$ cat config.mk
export PLATFORM = sky130hd
export DESIGN_NAME = eq_compare_arbiter_flat
export DESIGN_NICKNAME = d
export VERILOG_FILES = /design/src/rtl/eq_compare_arbiter_if.sv /design/src/rtl/eq_compare_arbiter.sv /design/src/flat_wrapper.sv
export SDC_FILE = /design/constraint.sdc
export NUM_CORES = 1
export LEC_CHECK = 0
export BUFFER_PORTS_ARGS = -buffer_cell sky130_fd_sc_hd__buf_2
export CORE_MARGIN = 3
export CORE_UTILIZATION = 53
export CTS_CLUSTER_DIAMETER = 80
export DETAILED_ROUTE_END_ITERATION = 16
export PLACE_DENSITY = 0.9
export SLEW_MARGIN = 20
export SYNTH_ARGS = -nofsm -noshare
export SYNTH_HDL_FRONTEND = slang
export SYNTH_SLANG_ARGS = --single-unit
export TNS_END_PERCENT = 20
$ cat constraint.sdc
create_clock -name clk -period 3 [get_ports clk]
set_input_delay 0.15 -clock clk [delete_from_list [all_inputs] [get_ports clk]]
set_output_delay 0.15 -clock clk [all_outputs]
set_load 0.02 [all_outputs]
$ cat src/rtl/eq_compare_arbiter_if.sv
// Bundle of the requester-side and status signals of the shared comparator.
// The arbiter takes the slave view; the requester side (or a bench) the master view.
interface eq_compare_arbiter_if #(
  parameter int NREQ = 4,
  parameter int W    = 4
);
  localparam int IDW = (NREQ > 1) ? $clog2(NREQ) : 1;

  logic [NREQ-1:0]   req;
  logic [NREQ*W-1:0] a_bus;
  logic [NREQ*W-1:0] b_bus;
  logic [NREQ-1:0]   ack;
  logic              eq_out;
  logic [IDW-1:0]    grant_id;
  logic              busy;
  logic [7:0]        cmp_count;
  logic [7:0]        match_count;

  modport master (
    output req, a_bus, b_bus,
    input  ack, eq_out, grant_id, busy, cmp_count, match_count
  );

  modport slave (
    input  req, a_bus, b_bus,
    output ack, eq_out, grant_id, busy, cmp_count, match_count
  );
endinterface

$ cat src/rtl/eq_compare_arbiter.sv
// Round-robin arbiter that time-shares one W-bit equality comparator among
// NREQ requesters. One transaction is IDLE (grant + operand latch), CMP
// (registered compare), ACK (one-cycle acknowledge + counter update).
module eq_compare_arbiter #(
  parameter int NREQ = 4,
  parameter int W    = 4
) (
  input  logic                 clk,
  input  logic                 rst,
  eq_compare_arbiter_if.slave  io_bus
);
  localparam int IDW = (NREQ > 1) ? $clog2(NREQ) : 1;

  typedef enum logic [1:0] {
    S_IDLE = 2'd0,
    S_CMP  = 2'd1,
    S_ACK  = 2'd2
  } state_t;

  state_t          r_state;
  logic [IDW-1:0]  r_rr_ptr;
  logic [IDW-1:0]  r_grant_id;
  logic [W-1:0]    r_op_a;
  logic [W-1:0]    r_op_b;
  logic            r_eq;
  logic [NREQ-1:0] r_ack;
  logic            r_eq_out;
  logic            r_busy;
  logic [7:0]      r_cmp_count;
  logic [7:0]      r_match_count;

  // Per-requester operand slices as arrays so the winner can index them.
  logic [W-1:0]    w_a_arr [NREQ];
  logic [W-1:0]    w_b_arr [NREQ];
  logic [IDW-1:0]  w_sel;
  logic            w_any;
  logic [IDW-1:0]  w_ptr_next;

  genvar gi;
  generate
    for (gi = 0; gi < NREQ; gi++) begin : g_slice
      assign w_a_arr[gi] = io_bus.a_bus[gi*W +: W];
      assign w_b_arr[gi] = io_bus.b_bus[gi*W +: W];
    end
  endgenerate

  // Round-robin pick: first set req bit at or above rr_ptr, wrapping. The
  // search runs from the farthest offset down so the nearest one wins.
  always_comb begin
    logic [IDW-1:0] w_idx;
    w_sel = r_rr_ptr;
    w_any = |io_bus.req;
    w_idx = '0;
    for (int off = NREQ - 1; off >= 0; off--) begin
      w_idx = IDW'((int'(r_rr_ptr) + off) % NREQ);
      if (io_bus.req[w_idx]) begin
        w_sel = w_idx;
      end
    end
  end

  // Pointer moves one past the requester just served, modulo NREQ.
  assign w_ptr_next = (r_grant_id == IDW'(NREQ - 1)) ? '0 : r_grant_id + IDW'(1);

  // Transaction FSM; all outputs are registered here so they come straight from flops.
  always_ff @(posedge clk or posedge rst) begin
    if (rst) begin
      r_state       <= S_IDLE;
      r_rr_ptr      <= '0;
      r_grant_id    <= '0;
      r_op_a        <= '0;
      r_op_b        <= '0;
      r_eq          <= 1'b0;
      r_ack         <= '0;
      r_eq_out      <= 1'b0;
      r_busy        <= 1'b0;
      r_cmp_count   <= '0;
      r_match_count <= '0;
    end else begin
      case (r_state)
        S_IDLE: begin
          r_ack    <= '0;
          r_eq_out <= 1'b0;
          if (w_any) begin
            r_op_a     <= w_a_arr[w_sel];
            r_op_b     <= w_b_arr[w_sel];
            r_grant_id <= w_sel;
            r_busy     <= 1'b1;
            r_state    <= S_CMP;
          end else begin
            r_busy <= 1'b0;
          end
        end
        S_CMP: begin
          // Result goes both to the status flop and to the ACK-cycle output.
          r_eq     <= (r_op_a == r_op_b);
          r_eq_out <= (r_op_a == r_op_b);
          r_ack    <= NREQ'(1) << r_grant_id;
          r_busy   <= 1'b1;
          r_state  <= S_ACK;
        end
        S_ACK: begin
          r_ack       <= '0;
          r_eq_out    <= 1'b0;
          r_busy      <= 1'b0;
          r_cmp_count <= r_cmp_count + 8'd1;
          if (r_eq && (r_match_count != 8'hFF)) begin
            r_match_count <= r_match_count + 8'd1;
          end
          r_rr_ptr <= w_ptr_next;
          r_state  <= S_IDLE;
        end
        default: begin
          r_ack    <= '0;
          r_eq_out <= 1'b0;
          r_busy   <= 1'b0;
          r_state  <= S_IDLE;
        end
      endcase
    end
  end

  assign io_bus.ack         = r_ack;
  assign io_bus.eq_out      = r_eq_out;
  assign io_bus.grant_id    = r_grant_id;
  assign io_bus.busy        = r_busy;
  assign io_bus.cmp_count   = r_cmp_count;
  assign io_bus.match_count = r_match_count;
endmodule

$ cat src/flat_wrapper.sv
// flat-port wrapper written by rule: the top's interface ports become plain ports
module eq_compare_arbiter_flat 
#(
  parameter int NREQ = 4,
  parameter int W    = 4
)
  (clk, rst, io_bus_req, io_bus_a_bus, io_bus_b_bus, io_bus_ack, io_bus_eq_out, io_bus_grant_id, io_bus_busy, io_bus_cmp_count, io_bus_match_count);
  eq_compare_arbiter_if #(.NREQ(NREQ), .W(W)) io_bus_i ();
  input  logic clk;
  input  logic rst;
  input wire logic [$bits(io_bus_i.req)-1:0] io_bus_req;
  input wire logic [$bits(io_bus_i.a_bus)-1:0] io_bus_a_bus;
  input wire logic [$bits(io_bus_i.b_bus)-1:0] io_bus_b_bus;
  output wire logic [$bits(io_bus_i.ack)-1:0] io_bus_ack;
  output wire logic [$bits(io_bus_i.eq_out)-1:0] io_bus_eq_out;
  output wire logic [$bits(io_bus_i.grant_id)-1:0] io_bus_grant_id;
  output wire logic [$bits(io_bus_i.busy)-1:0] io_bus_busy;
  output wire logic [$bits(io_bus_i.cmp_count)-1:0] io_bus_cmp_count;
  output wire logic [$bits(io_bus_i.match_count)-1:0] io_bus_match_count;
  assign io_bus_i.req = io_bus_req;
  assign io_bus_i.a_bus = io_bus_a_bus;
  assign io_bus_i.b_bus = io_bus_b_bus;
  assign io_bus_ack = io_bus_i.ack;
  assign io_bus_eq_out = io_bus_i.eq_out;
  assign io_bus_grant_id = io_bus_i.grant_id;
  assign io_bus_busy = io_bus_i.busy;
  assign io_bus_cmp_count = io_bus_i.cmp_count;
  assign io_bus_match_count = io_bus_i.match_count;
  eq_compare_arbiter #(.NREQ(NREQ), .W(W)) u_core (.clk(clk), .rst(rst), .io_bus(io_bus_i));
endmodule
==> flow_metrics.tcl <==
set metrics [dict create \
    diodes 0 \
    grt_usage 0.176 \
    numCtsBuffers 5 \
    htreeDepth 2 \
    num_vias 1362 \
    drtPass1Iterations 4 \
    antenna_found_initial 0 \
    gr-total-overflow 0 \
    setup_viol 0 \
    r2r_slack_ps 1230 \
    hold_start "io_bus_b_bus[5]" \
    worstHoldPathCells 3 \
    tightestPinTransition_ps 580 \
    hold_path_class "in -> reg" \
    fmax_mhz 566 \
    synth_top_area_frac 0.508 \
    ir_drop_v 0.000386 \
    ys_ff_latch 37 \
    boundaryPins 62 \
    max_slew_margin 0.613 \
    slowest_stage "o2bb2ai_4" \
    grt_max_degree 38 \
    via_per_inst 5.01 \
    endpoint_kind "flip-flop" \
    crit_required_ps 3210 \
    seq_area_frac_synth 0.508 \
    outcome "completed" \
    min_to "u_core.r_op_b[1]$_DFFE_PP0P_" \
    synth_edf_count 0 \
    crit_family "compound AO/OA/AOI/OAI gates" \
    post-route-drc-count 0 \
    worst-path-max-fanout 17 \
    yosys-top-cells-area "dfrtp_1 51%, mux2i_1 8.8%, xnor2_1 5.3%" \
    rows 20 \
    die_w_microns 64.7 \
    whs_ps 129 \
    r2r_cells 5 \
    cp.arrival_ps 1980 \
    core_area_sq_mm 0.00318 \
    clk_pin_slew_ps 100 \
    startpoint_type "flip-flop" \
    power_mw 1.83 \
    die_h_microns 64.7 \
    dieArea_sq_mm 0.00418 \
    leakagePower_nw 1.16 \
    post_cts_buffers 0 \
    synth_common_cells "37 x dfrtp_1, 19 x nand2_1, 16 x mux2i_1, 11 x xnor2_1, 9 x o221ai_1" \
    ant_nets 0 \
    synth_top_flop_cell "dfrtp_1" \
    slew_viol_final 0 \
    grt_pass1_wl_microns 5700 \
    routedWlPerCell_microns 11.9 \
    cts.sinks 37 \
    fin_crit_ps 1770 \
    criticalPathCategory "reg -> reg" \
    hpwl_microns 2570 \
    initial_utilization 0.574 \
    place_area_sq_mm 0.00216 \
    tns_ps 0 \
    grt_pass1_vias 1318 \
    regToRegEndpoint "u_core.r_op_a[3]$_DFFE_PP0P_" \
    portBuffers 61 \
    synth-async-reset-ratio 1.00 \
    ctsResizeCount 0 \
    drive_above_1_share 0.320 \
    cts.path.max_buffers 2 \
    yosys_warnings 0 \
    hold_viol 0 \
    dr.first_iter.drc_count 45 \
    cts_tree "built" \
    r2r_start "u_core.r_rr_ptr[0]$_DFFE_PP0P_" \
    ys_types 27 \
    gp_congestion 0.784 \
    stdcell_area_sq_mm 0.00222 \
    crit_path_max_incr_delay_ps 500 \
    synth_top_cell_by_area "dfrtp_1" \
    drv_cap 0 \
    area_growth_pct 21.7 \
    power_density_mw_per_mm2 824 \
    syn_area_sq_mm 0.00182 \
    syn-num-nets 204 \
    syn_area_per_cell_sq_um 11.4 \
    post-route-period-util 0.589 \
    wirelength_microns 3240 \
    cp.buffers_inverters 0 \
    cp_cell_sequence "nor2b_1 -> nor2_1 -> o2bb2ai_4 -> mux2i_1 -> o221ai_1" \
    final_nets 271 \
    post-synth-top-count-cell "dfrtp_1" \
    syn_inst 160 \
    clk_latency_ps 340 \
    rsz0062_at_grt "no" \
    root_buffer "clkbuf_4" \
    clock-skew-final_ps 8.97 \
]
## layout by cell type, fill, tap and decap left out
master	n
or3_1	1
nor2_1	7
nand4_1	5
nor2b_1	3
a31oi_2	1
mux2_2	3
buf_2	61
a2bb2oi_1	1
o221ai_1	9
and2_1	4
nor3_1	1
nand3_1	1
clkbuf_4	5
o21bai_1	1
mux2i_1	16
and3_1	3
buf_4	2
o2bb2ai_4	1
dlygate4sd3_1	1
clkbuf_1	3
dfrtp_1	37
a21oi_1	4
inv_1	8
or2_1	1
nand2_1	19
xor2_1	7
o21ai_0	4
nor4_1	2
ha_1	6
xnor2_1	11
## where the power goes
part / internal, mW / switching [mW] / leakage, nW
Clock: 0.0933 / 0.147 / 0.0265
Sequential: 0.668 / 0.131 / 0.477
Combinational: 0.339 / 0.450 / 0.658
Total: 1.10 / 0.728 / 1.16
## metal layers
metal  track usage  up-vias  part of all wire
met5             0        -                 0
met4        0.0792        0             0.022
met3        0.0468        7             0.080
met2         0.293       54              0.47
met1         0.214      612              0.43
li1              -      689                 -
## registers in the layout (all words and copies together) (netlist names)
signal and flops:
u_core.io_bus.ack 4, u_core.io_bus.busy 1, u_core.io_bus.cmp_count 8, u_core.io_bus.eq_out 1, u_core.io_bus.grant_id 2, u_core.io_bus.match_count 8
u_core.r_eq 1, u_core.r_op_a 4, u_core.r_op_b 4, u_core.r_rr_ptr 2, u_core.r_state 2
## stage by stage
step           instances  setup WS, ps   util
5_1_grt              272          1060  0.698
6_report             272          1230  0.698
3_5_place_dp         263          1230  0.680
3_3_place_gp         263          1280  0.680
4_1_cts              272          1210  0.698
2_1_floorplan        160          1320      -
## layout make-up
type                            count  area (sq um)
Clock buffer                        8          48.8
Fill cell                         266           960
Inverter                            8          30.0
Multi-Input combinational cell    111           828
Tap cell                           44          55.1
Timing Repair Buffer               64           330
Sequential cell                    37           926
## worst max path at each step
stage,start,endpoint,depth (start not counted)
global route,u_core.r_rr_ptr[0]$_DFFE_PP0P_,u_core.r_op_a[3]$_DFFE_PP0P_,5
detailed placement,u_core.r_rr_ptr[0]$_DFFE_PP0P_,u_core.r_op_a[3]$_DFFE_PP0P_,5
finish,u_core.r_rr_ptr[0]$_DFFE_PP0P_,u_core.r_op_a[3]$_DFFE_PP0P_,5
CTS,u_core.r_rr_ptr[0]$_DFFE_PP0P_,u_core.r_op_a[3]$_DFFE_PP0P_,5
floorplan,u_core.io_bus.match_count[0]$_DFFE_PP0P_,u_core.io_bus.match_count[1]$_DFFE_PP0P_,4
global placement,u_core.r_rr_ptr[0]$_DFFE_PP0P_,u_core.r_op_a[3]$_DFFE_PP0P_,5
## worst reg2reg max path, cell delays in order (launching register included)
cell       delay, ps
dfrtp_1          420
nor2b_1          190
nor2_1            90
o2bb2ai_4        500
mux2i_1          300
o221ai_1         150
## cell families after synthesis
| logic type | synth area share |
|---|---|
| XOR/XNOR | 0.0865 |
| buffers and inverters | 0.0377 |
| multiplexers | 0.106 |
| flip-flops | 0.508 |
| AO/OA/AOI/OAI | 0.0961 |
| AND/OR/NAND/NOR | 0.124 |
| adder cells (fa/ha/maj) | 0.0412 |
## what timing repair did
| item | in CTS | in global routing |
|---|---|---|
| setup endpoints to repair | 0 | 0 |
| endpoints found under the hold margin | 37 | 0 |
| hold buffers | 1 | 0 |
Power figures use the tool's default switching activity.
